$ cat src/rtl/seven_seg_pkg.sv
// Shared definitions for the multiplexed seven-segment display driver.
//   SEG_LUT    : hex digit -> active-high segment pattern {g,f,e,d,c,b,a}
//   SEG_BLANK  : active-low cathode pattern with every segment off
//   cnt_width  : bit width needed for a 0..period-1 slot counter
package seven_seg_pkg;

    localparam logic [6:0] SEG_BLANK = 7'h7F;

    // Entry 15 is leftmost so SEG_LUT[h] returns the pattern for digit h.
    localparam logic [15:0][6:0] SEG_LUT = {
        7'h71, 7'h79, 7'h5E, 7'h39, 7'h7C, 7'h77, 7'h6F, 7'h7F,
        7'h07, 7'h7D, 7'h6D, 7'h66, 7'h4F, 7'h5B, 7'h06, 7'h3F
    };

    function automatic int cnt_width(input int period);
        return (period > 1) ? $clog2(period) : 1;
    endfunction

endpackage

$ cat src/rtl/hex_seg_decode.sv
// Combinational hex digit to seven-segment decoder.
//   hex   : 4-bit digit value
//   blank : forces every segment off
//   seg   : active-high segment pattern {g,f,e,d,c,b,a}
module hex_seg_decode
    import seven_seg_pkg::*;
(
    input  logic [3:0] hex,
    input  logic       blank,
    output logic [6:0] seg
);

    always_comb begin
        seg = SEG_LUT[hex];
        if (blank) begin
            seg = 7'h00;
        end
    end

endmodule

$ cat src/rtl/seven_seg_scan.sv
// Time-multiplexed N-digit common-anode display driver.
//   clk_in, rst_n_in : system clock, asynchronous active-low reset
//   en_in            : scan enable; low freezes the scan and turns all anodes off
//   val_in, dp_in    : packed hex digits and decimal-point requests (digit 0 rightmost)
//   load_in          : captures val_in/dp_in/blank_lz_in; shown from the next frame on
//   blank_lz_in      : leading-zero suppression enable
//   cat_out, dp_out  : active-low segment and decimal-point cathodes
//   an_out           : active-low digit anodes, at most one low
//   frame_done_out   : one-cycle pulse after each complete scan
module seven_seg_scan
    import seven_seg_pkg::*;
#(
    parameter int NUM_DIGITS   = 8,
    parameter int COUNT_PERIOD = 100000,
    parameter int BLANK_CYCLES = 1000
) (
    input  logic                    clk_in,
    input  logic                    rst_n_in,
    input  logic                    en_in,
    input  logic [4*NUM_DIGITS-1:0] val_in,
    input  logic [NUM_DIGITS-1:0]   dp_in,
    input  logic                    load_in,
    input  logic                    blank_lz_in,
    output logic [6:0]              cat_out,
    output logic                    dp_out,
    output logic [NUM_DIGITS-1:0]   an_out,
    output logic                    frame_done_out
);

    localparam int CW = cnt_width(COUNT_PERIOD);
    localparam int IW = $clog2(NUM_DIGITS);
    localparam logic [CW-1:0] CNT_LAST  = CW'(COUNT_PERIOD - 1);
    localparam logic [CW-1:0] CNT_BLANK = CW'(BLANK_CYCLES);
    localparam logic [IW-1:0] IDX_LAST  = IW'(NUM_DIGITS - 1);

    logic [CW-1:0]           cnt;
    logic [IW-1:0]           idx;
    logic                    tc;
    logic                    wrap;

    logic [4*NUM_DIGITS-1:0] shadow_val;
    logic [NUM_DIGITS-1:0]   shadow_dp;
    logic                    shadow_lz;
    logic                    pending;
    logic [4*NUM_DIGITS-1:0] act_val;
    logic [NUM_DIGITS-1:0]   act_dp;
    logic                    act_lz;

    logic [NUM_DIGITS-1:0]   lz_mask;
    logic                    zero_above;
    logic [3:0]              cur_hex;
    logic [6:0]              cur_seg;
    logic [NUM_DIGITS-1:0]   an_next;

    assign tc   = (cnt == CNT_LAST);
    assign wrap = en_in && tc && (idx == IDX_LAST);

    always_ff @(posedge clk_in or negedge rst_n_in) begin
        if (!rst_n_in) begin
            cnt <= '0;
            idx <= '0;
        end else if (en_in) begin
            if (tc) begin
                cnt <= '0;
                idx <= (idx == IDX_LAST) ? '0 : idx + IW'(1);
            end else begin
                cnt <= cnt + CW'(1);
            end
        end
    end

    // Shadow/active double buffer: the displayed value only changes on a
    // frame boundary, or immediately when the scan is stopped.
    always_ff @(posedge clk_in or negedge rst_n_in) begin
        if (!rst_n_in) begin
            shadow_val <= '0;
            shadow_dp  <= '0;
            shadow_lz  <= 1'b0;
            pending    <= 1'b0;
            act_val    <= '0;
            act_dp     <= '0;
            act_lz     <= 1'b0;
        end else if (load_in && wrap) begin
            act_val <= val_in;
            act_dp  <= dp_in;
            act_lz  <= blank_lz_in;
            pending <= 1'b0;
        end else if (load_in) begin
            shadow_val <= val_in;
            shadow_dp  <= dp_in;
            shadow_lz  <= blank_lz_in;
            pending    <= 1'b1;
        end else if (pending && (wrap || !en_in)) begin
            act_val <= shadow_val;
            act_dp  <= shadow_dp;
            act_lz  <= shadow_lz;
            pending <= 1'b0;
        end
    end

    // Digit i is a leading zero when it and every digit above it are zero.
    // Digit 0 is always shown so a zero value still reads "0".
    always_comb begin
        lz_mask    = '0;
        zero_above = 1'b1;
        for (int i = NUM_DIGITS - 1; i >= 1; i--) begin
            zero_above = zero_above & (act_val[4*i +: 4] == 4'h0);
            lz_mask[i] = act_lz & zero_above;
        end
    end

    assign cur_hex = act_val[{idx, 2'b00} +: 4];

    hex_seg_decode u_dec (
        .hex   (cur_hex),
        .blank (lz_mask[idx]),
        .seg   (cur_seg)
    );

    always_comb begin
        an_next = '1;
        if (en_in && (cnt >= CNT_BLANK)) begin
            an_next[idx] = 1'b0;
        end
    end

    always_ff @(posedge clk_in or negedge rst_n_in) begin
        if (!rst_n_in) begin
            an_out         <= '1;
            cat_out        <= SEG_BLANK;
            dp_out         <= 1'b1;
            frame_done_out <= 1'b0;
        end else begin
            an_out         <= an_next;
            cat_out        <= ~cur_seg;
            dp_out         <= ~act_dp[idx];
            frame_done_out <= wrap;
        end
    end

endmodule

$ cat config.mk
export PLATFORM = sky130hd
export DESIGN_NAME = seven_seg_scan
export DESIGN_NICKNAME = d
export VERILOG_FILES = /design/src/rtl/seven_seg_pkg.sv /design/src/rtl/hex_seg_decode.sv /design/src/rtl/seven_seg_scan.sv
export SDC_FILE = /design/constraint.sdc
export NUM_CORES = 1
export LEC_CHECK = 0
export CORE_ASPECT_RATIO = 0.8
export CORE_MARGIN = 2
export CORE_UTILIZATION = 51
export CTS_CLUSTER_DIAMETER = 50
export DETAILED_ROUTE_END_ITERATION = 7
export GPL_TIMING_DRIVEN = 0
export PLACE_DENSITY = 0.8
export SKIP_CTS_REPAIR_TIMING = 1
export SYNTH_ARGS = -nofsm -noshare
export SYNTH_HDL_FRONTEND = slang
export SYNTH_SLANG_ARGS = --single-unit
$ cat constraint.sdc
create_clock -name clk_in -period 2.1 [get_ports clk_in]
set_input_delay 0.21 -clock clk_in [delete_from_list [all_inputs] [get_ports clk_in]]
set_output_delay 0.21 -clock clk_in [all_outputs]
set_load 0.05 [all_outputs]
==> results of run 1 <==
-- cell usage in the layout, fill, tap and decap left out, drive strengths merged, types with 8 or more instances in the layout --
master,count
dfrtp,104
nor2b,9
clkinv,8
xnor2,9
nand2,18
o21ai,14
mux2i,48
inv,15
ha,10
clkdlybuf4s50,60
mux2,47
nand3,12
dfstp,16
nor2,61
buf,55
clkbuf,39
a21oi,44
and3,10
-- worst max-delay path by stage --
stage,startpoint,to,slack (ns),depth (start not counted)
after CTS,idx[2],cat_out[3],-0.58,11
after floorplan,idx[0],cat_out[3],-0.01,11
final,idx[0],cat_out[6],-0.19,10
after detailed placement,idx[2],cat_out[3],-0.53,11
after global routing,idx[0],cat_out[0],-0.19,8
after global placement,rst_n_in,shadow_val[14],-3.49,1
-- metal layers --
metal	GRT usage [%]	up-vias	routed length (um)
met2	35.4	229	7970
met4	7.95	0	437
li1	-	2093	-
met1	30.3	2389	6790
met5	0	-	0
met3	6.54	41	995
-- stage by stage --
| step | power [mW] | TNS, ns | utilization, % | area [um^2] | worst slack [ns] |
|---|---|---|---|---|---|
| global route | 7.54 | -6.42 | 75.6 | 8330 | -0.190 |
| detailed placement | 4.02 | -21.82 | 60.4 | 6650 | -0.528 |
| floorplan | 3.59 | -0.0116 | - | 5840 | -0.0116 |
| CTS | 6.87 | -25.75 | 65.8 | 7240 | -0.579 |
| finish | 7.29 | -3.55 | 75.6 | 8330 | -0.185 |
| global placement | 3.96 | -410.89 | 60.2 | 6630 | -3.49 |
-- synthesized netlist by cell type, drive strengths merged, types with 7 or more instances --
cell,number,area (um^2)
a21oi,44,220
and3,10,62.6
buf,20,163
clkbuf,8,30.0
dfrtp,104,2600
dfstp,16,420
ha,10,125
inv,14,52.6
mux2,47,529
mux2i,48,480
nand2,18,67.6
nand3,12,72.6
nand4,7,50.1
nor2,61,229
nor2b,9,56.3
nor4,7,58.8
o21ai,14,70.1
xnor2,9,78.8
-- power by group through the flow --
stage | Sequential (mW) | Combinational (mW) | Clock (mW)
global route | 2.96 | 1.56 | 3.02
global placement | 2.90 | 1.06 | 0
floorplan | 3.01 | 0.575 | 0
detailed placement | 2.92 | 1.10 | 0
CTS | 2.88 | 1.12 | 2.87
finish | 2.94 | 1.47 | 2.89
-- final cells by class --
cell class | count | area share, %
sequential | 120 | 36.3
inverter | 14 | 0.691
multi-input combinational | 353 | 35.9
tap | 144 | 2.16
timing repair buffer | 105 | 14.0
clock inverter | 9 | 0.691
clock buffer | 23 | 6.40
buffer | 27 | 3.83
-- registers in the layout, indices dropped and copies added (netlist names) --
register / cells
cnt: 17
frame_done_out: 1
shadow_val: 32
act_dp: 8
dp_out: 1
act_lz: 1
act_val: 32
pending: 1
shadow_dp: 8
idx: 3
an_out: 8
shadow_lz: 1
cat_out: 7
-- cells by family (layout without fill, tap and decap cells) --
kind of cell	after synthesis	count (layout)	synth area share, %
buffers and inverters	42	178	4.21
flip-flops	120	120	51.9
multiplexers	95	95	17.3
adder cells (fa/ha/maj)	10	10	2.15
AO/OA/AOI/OAI	93	93	9.91
XOR/XNOR	14	14	2.11
AND/OR/NAND/NOR	141	141	12.4
==> run metrics, run 1 <==
drt total wl=16200 um; I/O Pins=62; drt drc=0; VDD IR max=0.000629 V; DPL Wire Length=9080 um; first-iteration detailed-routing DRC count=397; CTS max path bufs=2; worst min path class=input pin to async pin; vias in the first global route=4306; outcome=finished with violations; CTS Root Cell=clkbuf_16; CP max stage cell=a211o_2; Synth async-reset ratio=between 90% and 100%; Max Slew Vio Count=0; Setup CP Type=register to register; crit-path max FO=7; Top Family by Delay on Critical Path=compound AO/OA/AOI/OAI gates; largest net degree at the start of global routing=73; # fillers=about 650; number of setup violations in the final report=between 60 and 70; failing checks=setup timing; GPL Wtd Cong=between 0.9 and 1; Worst-Margin Slew=0.619 ns; register area=a little over 3000 um^2; RSZ-0062 raised after global routing=true; Avg Synthesized Cell Area=11.3 um^2; fmax=between 400 and 500 MHz; post-layout minimum cycle time=2.29 ns; die width=around 120 um; Static Leak=between 3 and 4 nW; worst endpoint required time=2.42 ns; crit path buf inv count=3; Buffers on Ports=61; die area=12300 um^2; hold slack=0.345 ns; net count after synthesis=570; Detailed Routing Iterations Pass 1=7; initial antenna violation count=0; CP Cell Sequence=buf_6, buf_8, mux2_4, nand2_2, o21ai_1, a211o_2, inv_4, ha_1, mux2i_1, o221ai_1; reg-to-reg endpoint=cat_out[6]; Critical Path AT=~2.6 ns; Starting Density=52.8%; Post-synth EDFFs=0; Sequential Power Share=40.3%; Critical Path Max Stage Delay=0.44 ns; gr ovfl total=0; final worst setup slack=-0.185 ns; first-pass GRT wire length=21500 um; row count=34; clk sinks=120; Setup Skew=~0.007 ns; synthesized area=5820 um^2; Internal=5.14 mW; Synth Instances=between 500 and 600; CP startpoint kind=register; Crit. End Element=register; Vias=4752; multi-input combinational cell area=2990 um^2; Final ANT Viol Nets=0; Area growth, synth to finish=43.0%; CTS tree=yes; Max-cap violations=0; WL/cell=20.4 um; number of antenna cells inserted=0; final cycle utilization of the critical path=109%; ratio of cells with drive above 1 in the final layout=34.7%; Non-Filler Instances=795; placed insts=721; post-synthesis cell type count=51; Synth Register Bits=120; Die Y=99.6 um; reg2reg start=idx[0]; Final #Nets=~690; Hold Violations, Final=0; register area share after synthesis=51.9%; H-tree Lvls=4; reg2reg setup slack=-0.19 ns; Total GRT Usage=22.7%; Psw=2.15 mW; worst skew pair latency=roughly 0.42 ns; CTS Buf Count=17; clk slew on worst S/H paths=~0.050 ns; Slew HR=58.7%; share of power burned in combinational logic=between 20% and 30%; switch share=29.5%; Core ar.=11000 um^2; synth warn=0; Top FF cell, synth=dfrtp_1; vias per inst=5.98; PwrDens=876 nW/um^2; cells on worst reg2reg path=10; clock network power share=39.6%
Power figures use the tool's default switching activity.
==> inputs of run 2 (changes only) <==
ABC_AREA = 1   (was not set)
CORE_UTILIZATION = 52   (was 51)
PLACE_DENSITY = 0.81   (was 0.8)
==> run metrics, run 2 <==
outcome=finished clean; Starting Density=53.0%; number of antenna cells inserted=0; CP max stage cell=dfrtp_2; most used cell, CP=nand2_1; Psw=2.19 mW; Final #Nets=1025; Internal=4.81 mW; gr ovfl total=0; Max Slew Vio Count=0; Hold Startpoint=en_in; Hold Violations, Final=0; WL/cell=14.5 um; top flop regs=act_val: 32 flops, shadow_val: 32 flops, cnt: 17 flops; Detailed Routing Iterations Pass 1=6; share of power burned in combinational logic=19.9%; vias per inst=5.41; GPL Wtd Cong=0.874; clk sinks=120; Crit. End Element=register; register area share after synthesis=between 40% and 50%; initial antenna violation count=0; VDD IR max=0.000635 V; PwrDens=869 nW/um^2; switch share=31.3%; Placed Instance Area=between 7000 and 8000 um^2; Avg Synthesized Cell Area=7.31 um^2; Critical Path AT=2.40 ns; Vias=roughly 6100; ratio of cells with drive above 1 in the final layout=about 12%; CP Cell Sequence=ha_1, ha_4, inv_1, o21bai_4, nand3_1, nand2_2, buf_2, nand2_1, nand2_1; Core ar.=between 10000 and 15000 um^2; Synth top cells by count=403 x nand2_1, 104 x dfrtp_1, 74 x nand3_1; Static Leak=about 4.1 nW; fmax=492 MHz; vias in the first global route=5472; row count=36; first-pass GRT wire length=approximately 26000 um; Die Y=103 um; Sequential Power Share=41.3%; crit-path max FO=10; drt drc=0; clock network power share=38.8%; first-iteration detailed-routing DRC count=approximately 670; CTS tree=yes; Buffers on Ports=60; commonest non-fill, non-tap cell in the layout=nand2_1; Worst-Margin Slew=0.576 ns; post-layout minimum cycle time=a little over 2 ns; Top FF cell, synth=dfrtp_1; Slew HR=61.6%; number of setup violations in the final report=0; post-synthesis cell type count=33; crit path buf inv count=2; clk slew on worst S/H paths=0.06 ns; Synth Instances=875; CTS Buf Count=17; top post-synthesis cells by area=dfrtp_1 41%, nand2_1 24%, dfstp_2 6.6%, nand3_1 5.8%, nand4_1 5.7%; Synth async-reset ratio=100%; Critical Path Max Stage Delay=between 0.4 and 0.5 ns; largest net degree at the start of global routing=75; H-tree Lvls=4; DPL Wire Length=roughly 11000 um; Yosys top cell by area=dfrtp_1; CTS Root Cell=clkbuf_16; reg-to-reg endpoint=act_dp[7]; Area growth, synth to finish=25.9%; Stages on worst setup path=9; Setup CP Type=register to register; count leader, synth=nand2_1; worst min path class=input pin to register; synth warn=0; Total GRT Usage=25.3%; worst skew pair latency=0.43 ns; Yosys top cell area share=40.7%; die width=~130 um; Post-synth EDFFs=0; reg2reg start=idx[1]; net count after synthesis=between 900 and 1000; fin area=between 8000 and 9000 um^2; CTS max path bufs=2; drt total wl=around 16000 um; synthesized area=6400 um^2; Setup Skew=0.00907 ns; I/O Pins=62; cells on worst reg2reg path=9; CP startpoint kind=register; worst endpoint required time=2.46 ns; final cycle utilization of the critical path=just under 100%; most frequent cells in the layout=399 x nand2_1, 102 x dfrtp_1, 72 x nand3_1; # fillers=978; crit path from=idx[1]; reg2reg setup slack=0.07 ns; Top Family by Delay on Critical Path=adder cells; final worst setup slack=~0.066 ns; Place WS=-0.423 ns; die area=13200 um^2; total power=approximately 7 mW; Max-cap violations=0; crit path to=act_dp[7]; Synth Register Bits=120; Final ANT Viol Nets=0
-- run 2: cell type report --
class	instances	area [um^2]	area share, %
buffer	51	287	3.56
clock buffer	22	484	6.01
clock inverter	10	70.1	0.870
inverter	53	203	2.52
multi-input combinational	650	3040	37.7
sequential	120	3030	37.6
tap	152	190	2.36
timing repair buffer	77	756	9.38
-- run 2: logic make-up (layout without fill, tap and decap cells) --
logic type / Yosys count / count (layout) / synth area share [%]
compound gates: 43 / 43 / 3.56
flops: 120 / 120 / 47.2
simple gates: 593 / 593 / 39.6
buf+inv: 105 / 213 / 7.10
fa+ha+maj: 10 / 10 / 1.96
xor+xnor: 4 / 4 / 0.548
-- run 2: worst min path at each step --
stage / depth (start not counted) / slack, ns / end
after floorplan: 0 / -0.09 / act_dp[0]
after global placement: 2 / 0.45 / shadow_dp[3]
after detailed placement: 1 / 0.16 / cnt[9]
after CTS: 1 / -0.28 / cnt[9]
after global routing: 2 / 0.15 / cnt[0]
final: 2 / 0.12 / cnt[0]
-- run 2: worst register-to-register path, delay by kind of cell (launching register included) --
kind / cells / cell delay (ns)
fa+ha+maj: 2 / 0.48
flops: 1 / 0.44
simple gates: 4 / 0.44
buf+inv: 2 / 0.37
compound gates: 1 / 0.24
-- run 2: metal layers --
layer / GRT usage, % / share of wire, % / wire [um]
met5: 0 / 0 / 0
met4: 6.93 / 1.4 / 232
met3: 6.17 / 6.2 / 1020
met2: 39.7 / 46 / 7480
met1: 35.7 / 47 / 7670
-- run 2: per-stage QoR --
stage	setup TNS (ns)	hold WS (ns)	utilization (%)	std cells
2_1_floorplan	0	-0.0856	-	875
3_3_place_gp	-434.86	0.453	59.6	1087
3_5_place_dp	-17.91	0.160	59.8	1088
4_1_cts	-19.77	-0.277	64.4	1120
5_1_grt	-0.348	0.154	66.7	1135
6_report	0	0.116	66.7	1135
-- run 2: power by group through the flow --
stage / Sequential (mW) / Combinational, mW / Clock [mW]
floorplan: 2.99 / 0.730 / 0
global placement: 2.89 / 1.25 / 0
detailed placement: 2.90 / 1.29 / 0
CTS: 2.86 / 1.30 / 2.73
global route: 2.92 / 1.56 / 2.85
finish: 2.89 / 1.39 / 2.71
==> inputs of run 3 (changes only) <==
GPL_TIMING_DRIVEN = not set   (was 0)
==> run metrics, run 3 (same netlist as run 2, synthesis figures left out) <==
most frequent cells in the layout=402 x nand2_1, 103 x dfrtp_1, 72 x nand3_1; vias in the first global route=~5400; final worst setup slack=0.133 ns; met2 usage=38.3%; Area growth, synth to finish=23.5%; Starting Density=53.0%; GPL Wtd Cong=0.934; Setup CP Type=register to register; Final ANT Viol Nets=0; clock network power share=39.5%; PwrDens=883 nW/um^2; Vias=approximately 6000; cells on worst reg2reg path=13; worst min path class=input pin to async pin; placed insts=1068; worst endpoint required time=approximately 2.4 ns; Buffers on Ports=61; Worst-Margin Slew=0.612 ns; initial antenna violation count=0; worst skew pair latency=around 0.42 ns; Static Leak=4.02 nW; M1 GR Usage=36.1%; GR peak layer=met2; die width=128 um; crit-path max FO=22; clk sinks=120; row count=36; share of power burned in combinational logic=about a fifth; gr ovfl total=0; CP startpoint kind=register; Fin Setup TNS=0 ns; drt drc=0; Internal=4.82 mW; ratio of cells with drive above 1 in the final layout=10.4%; CTS Root Cell=clkbuf_16; vias per inst=5.43; WL/cell=14.2 um; Final #Nets=992; first-pass GRT wire length=26200 um; I/O Pins=62; Core ar.=around 12000 um^2; number of setup violations in the final report=0; CTS Buf Count=17; Max Slew Vio Count=0; hold slack=a little over 0.3 ns; commonest non-fill, non-tap cell in the layout=nand2_1; switch share=30.9%; post-layout minimum cycle time=slightly below 2 ns; CTS tree=yes; fmax=508 MHz; drt total wl=roughly 16000 um; first-iteration detailed-routing DRC count=638; Detailed Routing Iterations Pass 1=7; number of antenna cells inserted=0; Sequential Power Share=41.4%; Non-Filler Instances=1102; Max-cap violations=0; Critical Path AT=2.31 ns; largest net degree at the start of global routing=61; clk slew on worst S/H paths=0.06 ns; Place WS=0.0765 ns; Hold Violations, Final=0; top flop regs=act_val: 32 flops, shadow_val: 32 flops, cnt: 17 flops; Die Y=103 um; CTS max path bufs=2; H-tree Lvls=4; Slew HR=59.2%; outcome=finished clean; Psw=2.16 mW; Total GRT Usage=between 20% and 30%; Setup Skew=0.00877 ns; Crit. End Element=register; VDD IR max=0.000597 V; final cycle utilization of the critical path=93.7%; GR Util met3=a little under 5%; DPL Wire Length=10400 um; die area=13200 um^2
## run 3: power by group through the flow
stage          registers [mW]  clock network (mW)  logic (mW)
2_1_floorplan            2.99                   0       0.730
3_3_place_gp             2.89                   0        1.28
3_5_place_dp             2.90                   0        1.30
4_1_cts                  2.87                2.78        1.32
5_1_grt                  2.92                2.91        1.50
6_report                 2.88                2.75        1.34
## run 3: per-stage QoR
| step | power (mW) | cell area [um^2] | util [%] |
|---|---|---|---|
| floorplan | 3.72 | 6400 | - |
| global placement | 4.18 | 7280 | 60.3 |
| detailed placement | 4.20 | 7280 | 60.3 |
| CTS | 6.98 | 7840 | 65.0 |
| global route | 7.34 | 7900 | 65.5 |
| finish | 6.98 | 7900 | 65.5 |
## run 3: final cells by class
| class | instances | area (um^2) |
|---|---|---|
| clock buffers | 18 | 439 |
| clock inverters | 14 | 126 |
| fillers | 997 | 4170 |
| inverters | 53 | 199 |
| multi-input cells | 650 | 2950 |
| flip-flops and latches | 120 | 3020 |
| well taps | 152 | 190 |
| repair buffers | 95 | 968 |
## run 3: path summary, 6_finish.rpt
check                             start      endpoint  slack, ns
setup / recovery                 idx[0]    cat_out[0]       0.13
setup reg to reg                 idx[0]    cat_out[0]       0.13
hold / removal                 rst_n_in       cnt[10]       0.31
hold reg to reg            shadow_dp[2]  shadow_dp[2]       0.47
min in group clk_in            dp_in[3]  shadow_dp[3]       0.38
max in group asynchronous      rst_n_in     an_out[0]       1.08
## run 3: metal layers
metal / vias up / part of all wire, % / wire length (um)
li1: 2944 / - / -
met1: 2744 / 46 / 7200
met2: 263 / 45 / 7090
met3: 32 / 7.2 / 1130
met4: 0 / 1.6 / 250
met5: - / 0 / 0
## run 3: worst max-delay path, stage by stage (launching register included)
cell	delay, ns
dfrtp_2	0.46
buf_12	0.17
o21ai_0	0.19
nand2_1	0.07
nand2_1	0.07
nand2_1	0.05
nand2_1	0.09
inv_1	0.09
ha_1	0.25
nand3b_1	0.19
nand3_1	0.10
nand2_1	0.07
inv_1	0.05
nand2_1	0.04
